**src/rtl/dram_port_arbiter_pkg.sv**
```systemverilog
// Shared types and constants for the data-RAM port arbiter.
package dram_pkg;

  localparam int unsigned DefAw = 10;
  localparam int unsigned DefDw = 32;

  typedef enum logic [1:0] {
    StIdle   = 2'd0,
    StIssue  = 2'd1,
    StRdWait = 2'd2
  } state_e;

  localparam logic MCpu = 1'b0;
  localparam logic MDma = 1'b1;

endpackage

```
**src/rtl/dram_port_arbiter_if.sv**
```systemverilog
// Request/response bundle for one master of the data-RAM arbiter.
interface dram_port_arbiter_if
  import dram_pkg::*;
#(
  parameter int unsigned AW = DefAw,
  parameter int unsigned DW = DefDw
) ();

  logic          req;
  logic          we;
  logic [AW-1:0] addr;
  logic [DW-1:0] wdata;
  logic          gnt;
  logic          rvalid;
  logic [DW-1:0] rdata;

  modport master (output req, we, addr, wdata, input gnt, rvalid, rdata);
  modport slave  (input req, we, addr, wdata, output gnt, rvalid, rdata);

endinterface

```
**src/rtl/dram_port_arbiter_rr_pick2.sv**
```systemverilog
// Two-way round-robin selector: on a tie the master that did not own the port last wins.
module rr_pick2 (
  input  logic [1:0] req_i,
  input  logic       last_i,
  output logic       sel_o,
  output logic       any_o
);

  assign any_o = |req_i;
  assign sel_o = (req_i == 2'b11) ? ~last_i : req_i[1];

endmodule

```
**src/rtl/dram_port_arbiter.sv**
```systemverilog
// Serialises two masters onto the single-port data RAM and returns read data per master.
module dram_port_arbiter
  import dram_pkg::*;
#(
  parameter int unsigned AW     = DefAw,
  parameter int unsigned DW     = DefDw,
  parameter int unsigned RD_LAT = 1,
  parameter int unsigned CNT_W  = 16
) (
  input  logic               clk,
  input  logic               rst,
  dram_port_arbiter_if.slave m0_if,
  dram_port_arbiter_if.slave m1_if,
  output logic [AW-1:0]      ram_addr_o,
  output logic               ram_we_o,
  output logic [DW-1:0]      ram_din_o,
  input  logic [DW-1:0]      ram_dout_i,
  output logic               busy_o,
  output logic [CNT_W-1:0]   contend_cnt_o
);

  localparam logic [1:0] RdCntInit = 2'(RD_LAT - 1);

  state_e             state_q;
  logic               owner_q, last_q;
  logic [1:0]         rd_cnt_q;
  logic [AW-1:0]      ram_addr_q;
  logic               ram_we_q;
  logic [DW-1:0]      ram_din_q;
  logic [1:0]         gnt_q, rvalid_q;
  logic [DW-1:0]      rdata0_q, rdata1_q;
  logic [CNT_W-1:0]   cnt_q, cnt_d;
  logic               pick_sel, pick_any;

  rr_pick2 u_pick (
    .req_i  ({m1_if.req, m0_if.req}),
    .last_i (last_q),
    .sel_o  (pick_sel),
    .any_o  (pick_any)
  );

  always_ff @(posedge clk) begin
    if (rst) begin
      state_q    <= StIdle;
      owner_q    <= MCpu;
      last_q     <= MDma;
      rd_cnt_q   <= '0;
      ram_addr_q <= '0;
      ram_we_q   <= 1'b0;
      ram_din_q  <= '0;
      gnt_q      <= '0;
      rvalid_q   <= '0;
      rdata0_q   <= '0;
      rdata1_q   <= '0;
    end else begin
      gnt_q    <= '0;
      rvalid_q <= '0;
      case (state_q)
        StIdle: begin
          if (pick_any) begin
            // Command and grant are registered here so both are visible during StIssue.
            owner_q    <= pick_sel;
            gnt_q      <= pick_sel ? 2'b10 : 2'b01;
            ram_addr_q <= pick_sel ? m1_if.addr  : m0_if.addr;
            ram_we_q   <= pick_sel ? m1_if.we    : m0_if.we;
            ram_din_q  <= pick_sel ? m1_if.wdata : m0_if.wdata;
            state_q    <= StIssue;
          end
        end
        StIssue: begin
          last_q   <= owner_q;
          ram_we_q <= 1'b0;
          if (ram_we_q) begin
            state_q <= StIdle;
          end else begin
            rd_cnt_q <= RdCntInit;
            state_q  <= StRdWait;
          end
        end
        StRdWait: begin
          if (rd_cnt_q == 2'd0) begin
            if (owner_q == MDma) begin
              rdata1_q    <= ram_dout_i;
              rvalid_q[1] <= 1'b1;
            end else begin
              rdata0_q    <= ram_dout_i;
              rvalid_q[0] <= 1'b1;
            end
            state_q <= StIdle;
          end else begin
            rd_cnt_q <= rd_cnt_q - 2'd1;
          end
        end
        default: state_q <= StIdle;
      endcase
    end
  end

  // Saturating count of cycles where both masters wait and nobody is being granted.
  always_comb begin
    cnt_d = cnt_q;
    if (m0_if.req && m1_if.req && (gnt_q == 2'b00) && (cnt_q != '1)) begin
      cnt_d = cnt_q + CNT_W'(1);
    end
  end

  always_ff @(posedge clk) begin
    if (rst) begin
      cnt_q <= '0;
    end else begin
      cnt_q <= cnt_d;
    end
  end

  assign m0_if.gnt     = gnt_q[0];
  assign m1_if.gnt     = gnt_q[1];
  assign m0_if.rvalid  = rvalid_q[0];
  assign m1_if.rvalid  = rvalid_q[1];
  assign m0_if.rdata   = rdata0_q;
  assign m1_if.rdata   = rdata1_q;
  assign ram_addr_o    = ram_addr_q;
  assign ram_we_o      = ram_we_q;
  assign ram_din_o     = ram_din_q;
  assign busy_o        = (state_q != StIdle);
  assign contend_cnt_o = cnt_q;

endmodule
```
**src/flat_wrapper.sv**
```systemverilog
// flat-port wrapper written by rule: the top's interface ports become plain ports
module dram_port_arbiter_flat import dram_pkg::*;
#(
  parameter int unsigned AW     = DefAw,
  parameter int unsigned DW     = DefDw,
  parameter int unsigned RD_LAT = 1,
  parameter int unsigned CNT_W  = 16
)
  (clk, rst, ram_addr_o, ram_we_o, ram_din_o, ram_dout_i, busy_o, contend_cnt_o, m0_if_req, m0_if_we, m0_if_addr, m0_if_wdata, m0_if_gnt, m0_if_rvalid, m0_if_rdata, m1_if_req, m1_if_we, m1_if_addr, m1_if_wdata, m1_if_gnt, m1_if_rvalid, m1_if_rdata);
  dram_port_arbiter_if #(.AW(AW), .DW(DW)) m0_if_i ();
  dram_port_arbiter_if #(.AW(AW), .DW(DW)) m1_if_i ();
  input  logic clk;
  input  logic rst;
  output logic [AW-1:0] ram_addr_o;
  output logic ram_we_o;
  output logic [DW-1:0] ram_din_o;
  input  logic [DW-1:0] ram_dout_i;
  output logic busy_o;
  output logic [CNT_W-1:0] contend_cnt_o;
  input wire logic [$bits(m0_if_i.req)-1:0] m0_if_req;
  input wire logic [$bits(m0_if_i.we)-1:0] m0_if_we;
  input wire logic [$bits(m0_if_i.addr)-1:0] m0_if_addr;
  input wire logic [$bits(m0_if_i.wdata)-1:0] m0_if_wdata;
  output wire logic [$bits(m0_if_i.gnt)-1:0] m0_if_gnt;
  output wire logic [$bits(m0_if_i.rvalid)-1:0] m0_if_rvalid;
  output wire logic [$bits(m0_if_i.rdata)-1:0] m0_if_rdata;
  input wire logic [$bits(m1_if_i.req)-1:0] m1_if_req;
  input wire logic [$bits(m1_if_i.we)-1:0] m1_if_we;
  input wire logic [$bits(m1_if_i.addr)-1:0] m1_if_addr;
  input wire logic [$bits(m1_if_i.wdata)-1:0] m1_if_wdata;
  output wire logic [$bits(m1_if_i.gnt)-1:0] m1_if_gnt;
  output wire logic [$bits(m1_if_i.rvalid)-1:0] m1_if_rvalid;
  output wire logic [$bits(m1_if_i.rdata)-1:0] m1_if_rdata;
  assign m0_if_i.req = m0_if_req;
  assign m0_if_i.we = m0_if_we;
  assign m0_if_i.addr = m0_if_addr;
  assign m0_if_i.wdata = m0_if_wdata;
  assign m0_if_gnt = m0_if_i.gnt;
  assign m0_if_rvalid = m0_if_i.rvalid;
  assign m0_if_rdata = m0_if_i.rdata;
  assign m1_if_i.req = m1_if_req;
  assign m1_if_i.we = m1_if_we;
  assign m1_if_i.addr = m1_if_addr;
  assign m1_if_i.wdata = m1_if_wdata;
  assign m1_if_gnt = m1_if_i.gnt;
  assign m1_if_rvalid = m1_if_i.rvalid;
  assign m1_if_rdata = m1_if_i.rdata;
  dram_port_arbiter #(.AW(AW), .DW(DW), .RD_LAT(RD_LAT), .CNT_W(CNT_W)) u_core (.clk(clk), .rst(rst), .m0_if(m0_if_i), .m1_if(m1_if_i), .ram_addr_o(ram_addr_o), .ram_we_o(ram_we_o), .ram_din_o(ram_din_o), .ram_dout_i(ram_dout_i), .busy_o(busy_o), .contend_cnt_o(contend_cnt_o));
endmodule
```
**config.mk**
```make
export PLATFORM = sky130hd
export DESIGN_NAME = dram_port_arbiter_flat
export DESIGN_NICKNAME = d
export VERILOG_FILES = /design/src/rtl/dram_port_arbiter_pkg.sv /design/src/rtl/dram_port_arbiter_if.sv /design/src/rtl/dram_port_arbiter_rr_pick2.sv /design/src/rtl/dram_port_arbiter.sv /design/src/flat_wrapper.sv
export SDC_FILE = /design/constraint.sdc
export NUM_CORES = 1
export LEC_CHECK = 0
export CELL_PAD_IN_SITES_DETAIL_PLACEMENT = 1
export CELL_PAD_IN_SITES_GLOBAL_PLACEMENT = 1
export CORE_MARGIN = 2
export CORE_UTILIZATION = 27
export CTS_BUF_LIST = sky130_fd_sc_hd__clkbuf_4
export CTS_CLUSTER_DIAMETER = 50
export CTS_CLUSTER_SIZE = 24
export DETAILED_ROUTE_END_ITERATION = 8
export PLACE_DENSITY = 0.74
export SKIP_LAST_GASP = 1
export SYNTH_ARGS = -nofsm -noshare
export SYNTH_HDL_FRONTEND = slang
export SYNTH_SLANG_ARGS = --single-unit
```
**constraint.sdc**
```tcl
create_clock -name clk -period 1.75 [get_ports clk]
set_clock_uncertainty 0.15 [all_clocks]
set_input_delay 0.35 -clock clk [delete_from_list [all_inputs] [get_ports clk]]
set_output_delay 0.35 -clock clk [all_outputs]
set_load 0.02 [all_outputs]
```
==> results of run 1 <==
[registers in the layout (all words and copies together) (netlist names)]
register / flops
u_core.contend_cnt_o: 16
u_core.ram_we_o: 1
u_core.gnt_q: 2
u_core.m0_if.rdata: 32
u_core.ram_din_o: 32
u_core.rvalid_q: 2
u_core.ram_addr_o: 10
u_core.owner_q: 1
u_core.last_q: 1
u_core.rd_cnt_q: 2
u_core.state_q: 2
u_core.m1_if.rdata: 32
[cell usage after synthesis (all sizes together)]
library cell and number:
nand2 136, dfxtp 133, a21oi 78, nor2 57
mux2i 45, a211oi 43, clkbuf 36, buf 9
inv 8, nand3 7, nor3 7, or3 7
o21ai 6, o31ai 6, ha 5, nand4 5
a31oi 4, nand2b 4, or4 4, nor2b 3
and3 2, nor4 2, o21bai 2, a2111oi 1
a211o 1, a21bo 1, a21boi 1, a22oi 1
and4 1, and4bb 1, mux2 1, nand4b 1
nand4bb 1, nor3b 1, or2 1
[per-stage QoR]
step	worst slack (ns)	hold WS, ns	setup TNS, ns	instance area, um2	cells
3_5_place_dp	-0.573	0.296	-24.15	8580	1145
3_3_place_gp	-0.561	0.291	-21.50	8580	1145
6_report	-0.128	0.228	-0.801	8740	1188
2_1_floorplan	-0.0831	0.307	-0.159	5370	621
5_1_grt	-0.201	0.172	-2.29	8740	1188
4_1_cts	-0.119	0.160	-1.32	9020	1185
[power by group through the flow]
stage / Combinational [uW] / Clock [uW] / Sequential, uW
after floorplan: 521 / 0 / 3580
final: 1570 / 2090 / 3310
after detailed placement: 1650 / 0 / 3380
after CTS: 1640 / 2190 / 3320
after global placement: 1630 / 0 / 3370
after global routing: 1700 / 2330 / 3330
[area by class of cell]
type / instances / area, um2
diodes: 2 / 5.00
clock buffers: 17 / 128
clock inverters: 15 / 153
fillers: 2336 / 10700
inverters: 8 / 32.5
multi-input cells: 435 / 2610
flip-flops and latches: 133 / 2700
well taps: 265 / 332
repair buffers: 313 / 2780
[how the worst max path moves through the flow]
| stage | start | endpoint | slack, ns |
|---|---|---|---|
| final | u_core.contend_cnt_o[0] | u_core.contend_cnt_o[3] | -0.13 |
| after global routing | u_core.contend_cnt_o[0] | u_core.contend_cnt_o[3] | -0.20 |
| after CTS | u_core.state_q[1] | busy_o | -0.12 |
| after detailed placement | m0_if_req | u_core.contend_cnt_o[14] | -0.57 |
| after global placement | m0_if_req | u_core.contend_cnt_o[14] | -0.56 |
| after floorplan | u_core.contend_cnt_o[1] | u_core.contend_cnt_o[14] | -0.08 |
[cell families (layout without fill, tap and decap cells)]
| logic type | Yosys count | count (layout) |
|---|---|---|
| AO/OA/AOI/OAI | 144 | 144 |
| AND/OR/NAND/NOR | 240 | 240 |
| buffers and inverters | 53 | 353 |
| multiplexers | 46 | 46 |
| other | 0 | 2 |
| flip-flops | 133 | 133 |
| adder cells (fa/ha/maj) | 5 | 5 |
[layer usage]
| layer | GRT usage | up-vias |
|---|---|---|
| li1 | - | 2716 |
| met1 | 0.205 | 2559 |
| met2 | 0.324 | 192 |
| met3 | 0.0762 | 16 |
| met4 | 0.0562 | 0 |
| met5 | 0 | - |
[timing repair]
item,CTS,global route
resized for setup,438,112
endpoints found under the hold margin,5,0
setup endpoints to repair,141,159
hold buffers,1,0
pin swaps,17,1
buffers inserted,6,1
gates cloned,1,0
[critical path, stage by stage, from the launching register on]
cell and delay, ns:
dfxtp_4 0.38, ha_4 0.17, buf_6 0.11, nand4_1 0.15, nor4_4 0.06, buf_4 0.16
buf_6 0.12, or3_4 0.39, a21oi_4 0.13
==> results.toml, run 1 <==
[outcome]
status = "finished with violations"
violations = "setup timing"

[yosys]
synth_area_leaders = "dfxtp_1 50%, nand2_1 9.6%, mux2i_1 8.5%"
ys_warn_count = 0
synth_top_area_frac = 0.501
ys_seq_elements = 133
synth-xor-area-share = 0
synthAdderAreaFrac = 0.0118
syn-num-nets = 748
synth.distinct_cells = 40
synth_compound_area_frac = 0.165
synth.avg_cell_area_um2 = 8.55
muxShareOfSynthArea = 0.0869
synth_top_cell_by_area = "dfxtp_1"
yosys.area_share.simple = 0.196
synth_top_family_by_area = "simple AND/OR/NAND/NOR gates"
synth-seq-area-share = 0.501
synth_area_um2 = 5310
syn_inst = 621

[sta]
layout_min_cycle_time_ns = 1.88
layout_setup_ws_ns = -0.128
fin_crit_sh = 1.07
tightest_slew_ns = 0.408
rsz0062_at_grt = "yes"
setup_viol = 10
maxSlewHeadroom = 0.725
slew_violations = 0
timing.fmax_mhz = 532
final_hold_viol_count = 0

[grt]
grt_pass1_vias = 5760
grt_overflow = 0
grt_pass1_wl_um = 29900
grt_max_degree = 52
grt_use_total = 0.185
antenna_found_initial = 1

[cts]
worstSkewPairLatency_ns = 0.53
cts-root-buf = "clkbuf_4"
clk_pin_slew_worst_paths_ns = 0.13
cts_max_path_buffers = 2
cts_tree = "yes"
cts.sinks = 133
htree_levels = 4
cts_made_buffers = 17

[placement]
gp_congestion = 0.797
dp_hpwl_um = 13800
port_buffers = 249

[pwr]
pwr-share-clk = 0.300
pwr-share-comb = 0.225
p_leak_uw = 0.00345
p_sw_uw = 2140
power_uw = 6960
internal_power_uw = 4820
power.density_nw_per_um2 = 796
pwr-share-seq = 0.475
swShare = 0.307
peakVddDrop_uv = 419

[finish]
layout-drive-gt1-share = 0.296
mostFrequentLayoutCell = "nand2_1"
nNetsFinal = 1035
syn_to_final_growth_pct = 64.6
final_util = 0.451
layout_common_cells = "135 x nand2_1, 120 x clkdlybuf4s50_1, 114 x dfxtp_1, 76 x buf_2, 74 x a21oi_1"

[worst_setup_path]
crit_fanout = 5
worstSetupPathType = "reg -> reg"
ff2ff_setup_slack_ns = -0.13
r2r.worst_path.cells = 8
end_kind = "flip-flop"
rr_startpoint = "u_core.contend_cnt_o[0]"
worstReg2RegEnd = "u_core.contend_cnt_o[3]"
critPathLaunchType = "flip-flop"
crit_required_ns = 2.06
critical_path_arrival_ns = 2.19

[floorplan]
rows = 51
start_util = 0.274
die_w_um = 144
die_area_um2 = 20800
die_h_um = 144
top_level_ports = 250
coreArea_um2 = 19400

[route]
drt-total-wl_um = 18900
route.met2.wl_um = 9420
highest_layer = "met4"
routedWlPerCell_um = 15.9
drc = 0
ant_nets = 0
wl_met1_um = 7570
vias = 5483
first_pass_iters = 6
viasPerCell = 4.62
wl_met3_um = 1660
drt_iter0_markers = 108

[worst_hold_path]
hold_depth = 3
hold_start = "ram_dout_i[2]"
hold_end = "u_core.m1_if.rdata[2]"
hp-class = "in -> reg"

[job]
cap_violations = 0
No activity file was read; power rests on OpenSTA's default activity.
==> run 2: changes to the inputs <==
--- a/config.mk
+++ b/config.mk
@@ -15,6 +15,7 @@
 export DETAILED_ROUTE_END_ITERATION = 8
 export PLACE_DENSITY = 0.74
 export SKIP_LAST_GASP = 1
+export SLEW_MARGIN = 20
 export SYNTH_ARGS = -nofsm -noshare
 export SYNTH_HDL_FRONTEND = slang
 export SYNTH_SLANG_ARGS = --single-unit
==> results of run 2 <==
Final layout, timing and power as in run 1 (identical DEF).
==> run 3: changes to the inputs <==
--- a/config.mk
+++ b/config.mk
@@ -7,7 +7,7 @@
 export LEC_CHECK = 0
 export CELL_PAD_IN_SITES_DETAIL_PLACEMENT = 1
 export CELL_PAD_IN_SITES_GLOBAL_PLACEMENT = 1
-export CORE_MARGIN = 2
+export CORE_MARGIN = 3
 export CORE_UTILIZATION = 27
 export CTS_BUF_LIST = sky130_fd_sc_hd__clkbuf_4
 export CTS_CLUSTER_DIAMETER = 50
==> run 3 against run 2 <==
Combinational power is 9% higher. Critical path depth is 1 lower. Clock power hardly changed. Critical path type unchanged. Sequential share of layout area is 0.96 points lower. Non-clock buffer count is 19 higher. Global-route usage is 0.96 points lower. Register-to-register slack worse by 0.04 ns. The flow still finishes with violations (setup timing).
==> results.toml, run 3 (synthesis gave the netlist of run 1 again) <==
[grt]
grt_pass1_wl_um = 29900
antenna_found_initial = 1
grt_max_degree = 46
grt_use_total = 0.175
grt_pass1_vias = 5463
grt_overflow = 0

[finish]
fillers = 2283
layout_common_cells = "120 x clkdlybuf4s50_1, 114 x nand2_1, 108 x buf_2, 106 x dfxtp_1, 64 x a21oi_1"
layout-drive-gt1-share = 0.360
mostFrequentLayoutCell = "clkdlybuf4s50_1"
syn_to_final_growth_pct = 70.5
multiInputGateArea_um2 = 2780
nNetsFinal = 1054
regArea_um2 = 2710

[placement]
dp_hpwl_um = 14100
gp_congestion = 0.749
pre_cts_ws_ns = -0.542
port_buffers = 249

[worst_setup_path]
critPathSlowestCell = "or4_1"
crit_fanout = 6
path_cells = "ha_4 > buf_6 > nand4_1 > nor4_4 > buf_6 > or4_1 > a21oi_1"
critPathLaunchType = "flip-flop"
critical_path_arrival_ns = 2.24
worstSetupPathType = "reg -> reg"
cpPeakStageDelay_ns = 0.48
cp_top_family = "simple AND/OR/NAND/NOR gates"
timing.critical_path.buf_inv = 2
end_kind = "flip-flop"
crit_required_ns = 2.08
critPathMostFrequentCell = "buf_6"

[route]
drt-total-wl_um = 20500
ant_nets = 0
first_pass_iters = 4
drc = 0
routedWlPerCell_um = 17.1
vias = 5590
drt_iter0_markers = 167
viasPerCell = 4.65

[floorplan]
top_level_ports = 250
coreArea_um2 = 19000
die_h_um = 146
die_w_um = 146
rows = 50
die_area_um2 = 21400
start_util = 0.279

[sta]
timing.hold.ws_ns = 0.0830
maxSlewHeadroom = 0.696
rsz0062_at_grt = "yes"
layout_setup_ws_ns = -0.168
layout_min_cycle_time_ns = 1.92
setup_viol = 13
final_hold_viol_count = 0
tightest_slew_ns = 0.455
slew_violations = 0
fin_crit_sh = 1.10
timing.fmax_mhz = 521

[cts]
clk_pin_slew_worst_paths_ns = 0.13
worstSkewPairLatency_ns = 0.55
cts_max_path_buffers = 2
cts_made_buffers = 17
cts_hold_buffers = 0
cts-root-buf = "clkbuf_4"
cts.sinks = 133
cts_tree = "yes"
htree_levels = 4

[outcome]
status = "finished with violations"
violations = "setup timing"

[pwr]
p_leak_uw = 0.00371
power.density_nw_per_um2 = 788
power_uw = 7140
peakVddDrop_uv = 354

[job]
cap_violations = 0

[worst_hold_path]
hp-class = "in -> reg"
[run 3: changes by cell type in the layout (fill, tap and decap cells not counted), moves of 10 or more]
cell,delta
buf_2,+32
clkdlybuf4s15_2,-23
nand2_1,-21
buf_6,+13
a21oi_2,+11
nand2_4,+11
a21oi_1,-10
clkbuf_2,-10
nand2_2,+10
[run 3: worst paths after layout]
| path | from | endpoint | slack, ns | cells past startpoint |
|---|---|---|---|---|
| setup / recovery | u_core.contend_cnt_o[0] | u_core.contend_cnt_o[4] | -0.17 | 7 |
| setup reg to reg | u_core.contend_cnt_o[0] | u_core.contend_cnt_o[4] | -0.17 | 7 |
| hold / removal | rst | u_core.contend_cnt_o[0] | 0.08 | 2 |
| hold reg to reg | u_core.m0_if.rdata[23] | u_core.m0_if.rdata[23] | 0.31 | 2 |
[run 3: final cells by class]
class / count / share of cell area
multi-input cells: 435 / 0.307
clock inverters: 15 / 0.0182
flip-flops and latches: 133 / 0.299
diodes: 1 / 0.000276
repair buffers: 332 / 0.322
inverters: 8 / 0.00359
well taps: 260 / 0.0359
clock buffers: 17 / 0.0141
[run 3: metal layers]
metal / GRT usage / wire length [um]
met1: 0.199 / 8420
met2: 0.297 / 10100
met3: 0.0739 / 1580
met4: 0.0593 / 413
met5: 0 / 0
[run 3: stage by stage]
step	cell area (um2)	utilization	std cells	TNS [ns]
final	9060	0.476	1201	-1.49
after detailed placement	8530	0.449	1138	-23.62
after CTS	8530	0.448	1173	-2.46
after global placement	8530	0.449	1138	-21.84
after global routing	9060	0.476	1201	-2.66
after floorplan	5370	-	621	-0.159
[run 3: what timing repair did]
item,CTS,global route
endpoints found under the hold margin,0,0
setup endpoints to repair,154,139
setup buffers,3,19
resized for setup,549,111
gates cloned,0,9
pin swaps,11,35
[run 3: report_power, final]
group / internal, uW / switching (uW) / total, uW
sequential: 3210 / 105 / 3320
combinational: 834 / 878 / 1710
clock: 767 / 1350 / 2110
[run 3: worst reg2reg max path: cells and delay by family, from the launching register on]
| family | cells | cell delay (ns) |
|---|---|---|
| and+or+nand+nor | 3 | 0.72 |
| DFF | 1 | 0.38 |
| adders and majority gates | 1 | 0.17 |
| buffers and inverters | 2 | 0.26 |
| AOI/OAI and AO/OA | 1 | 0.18 |
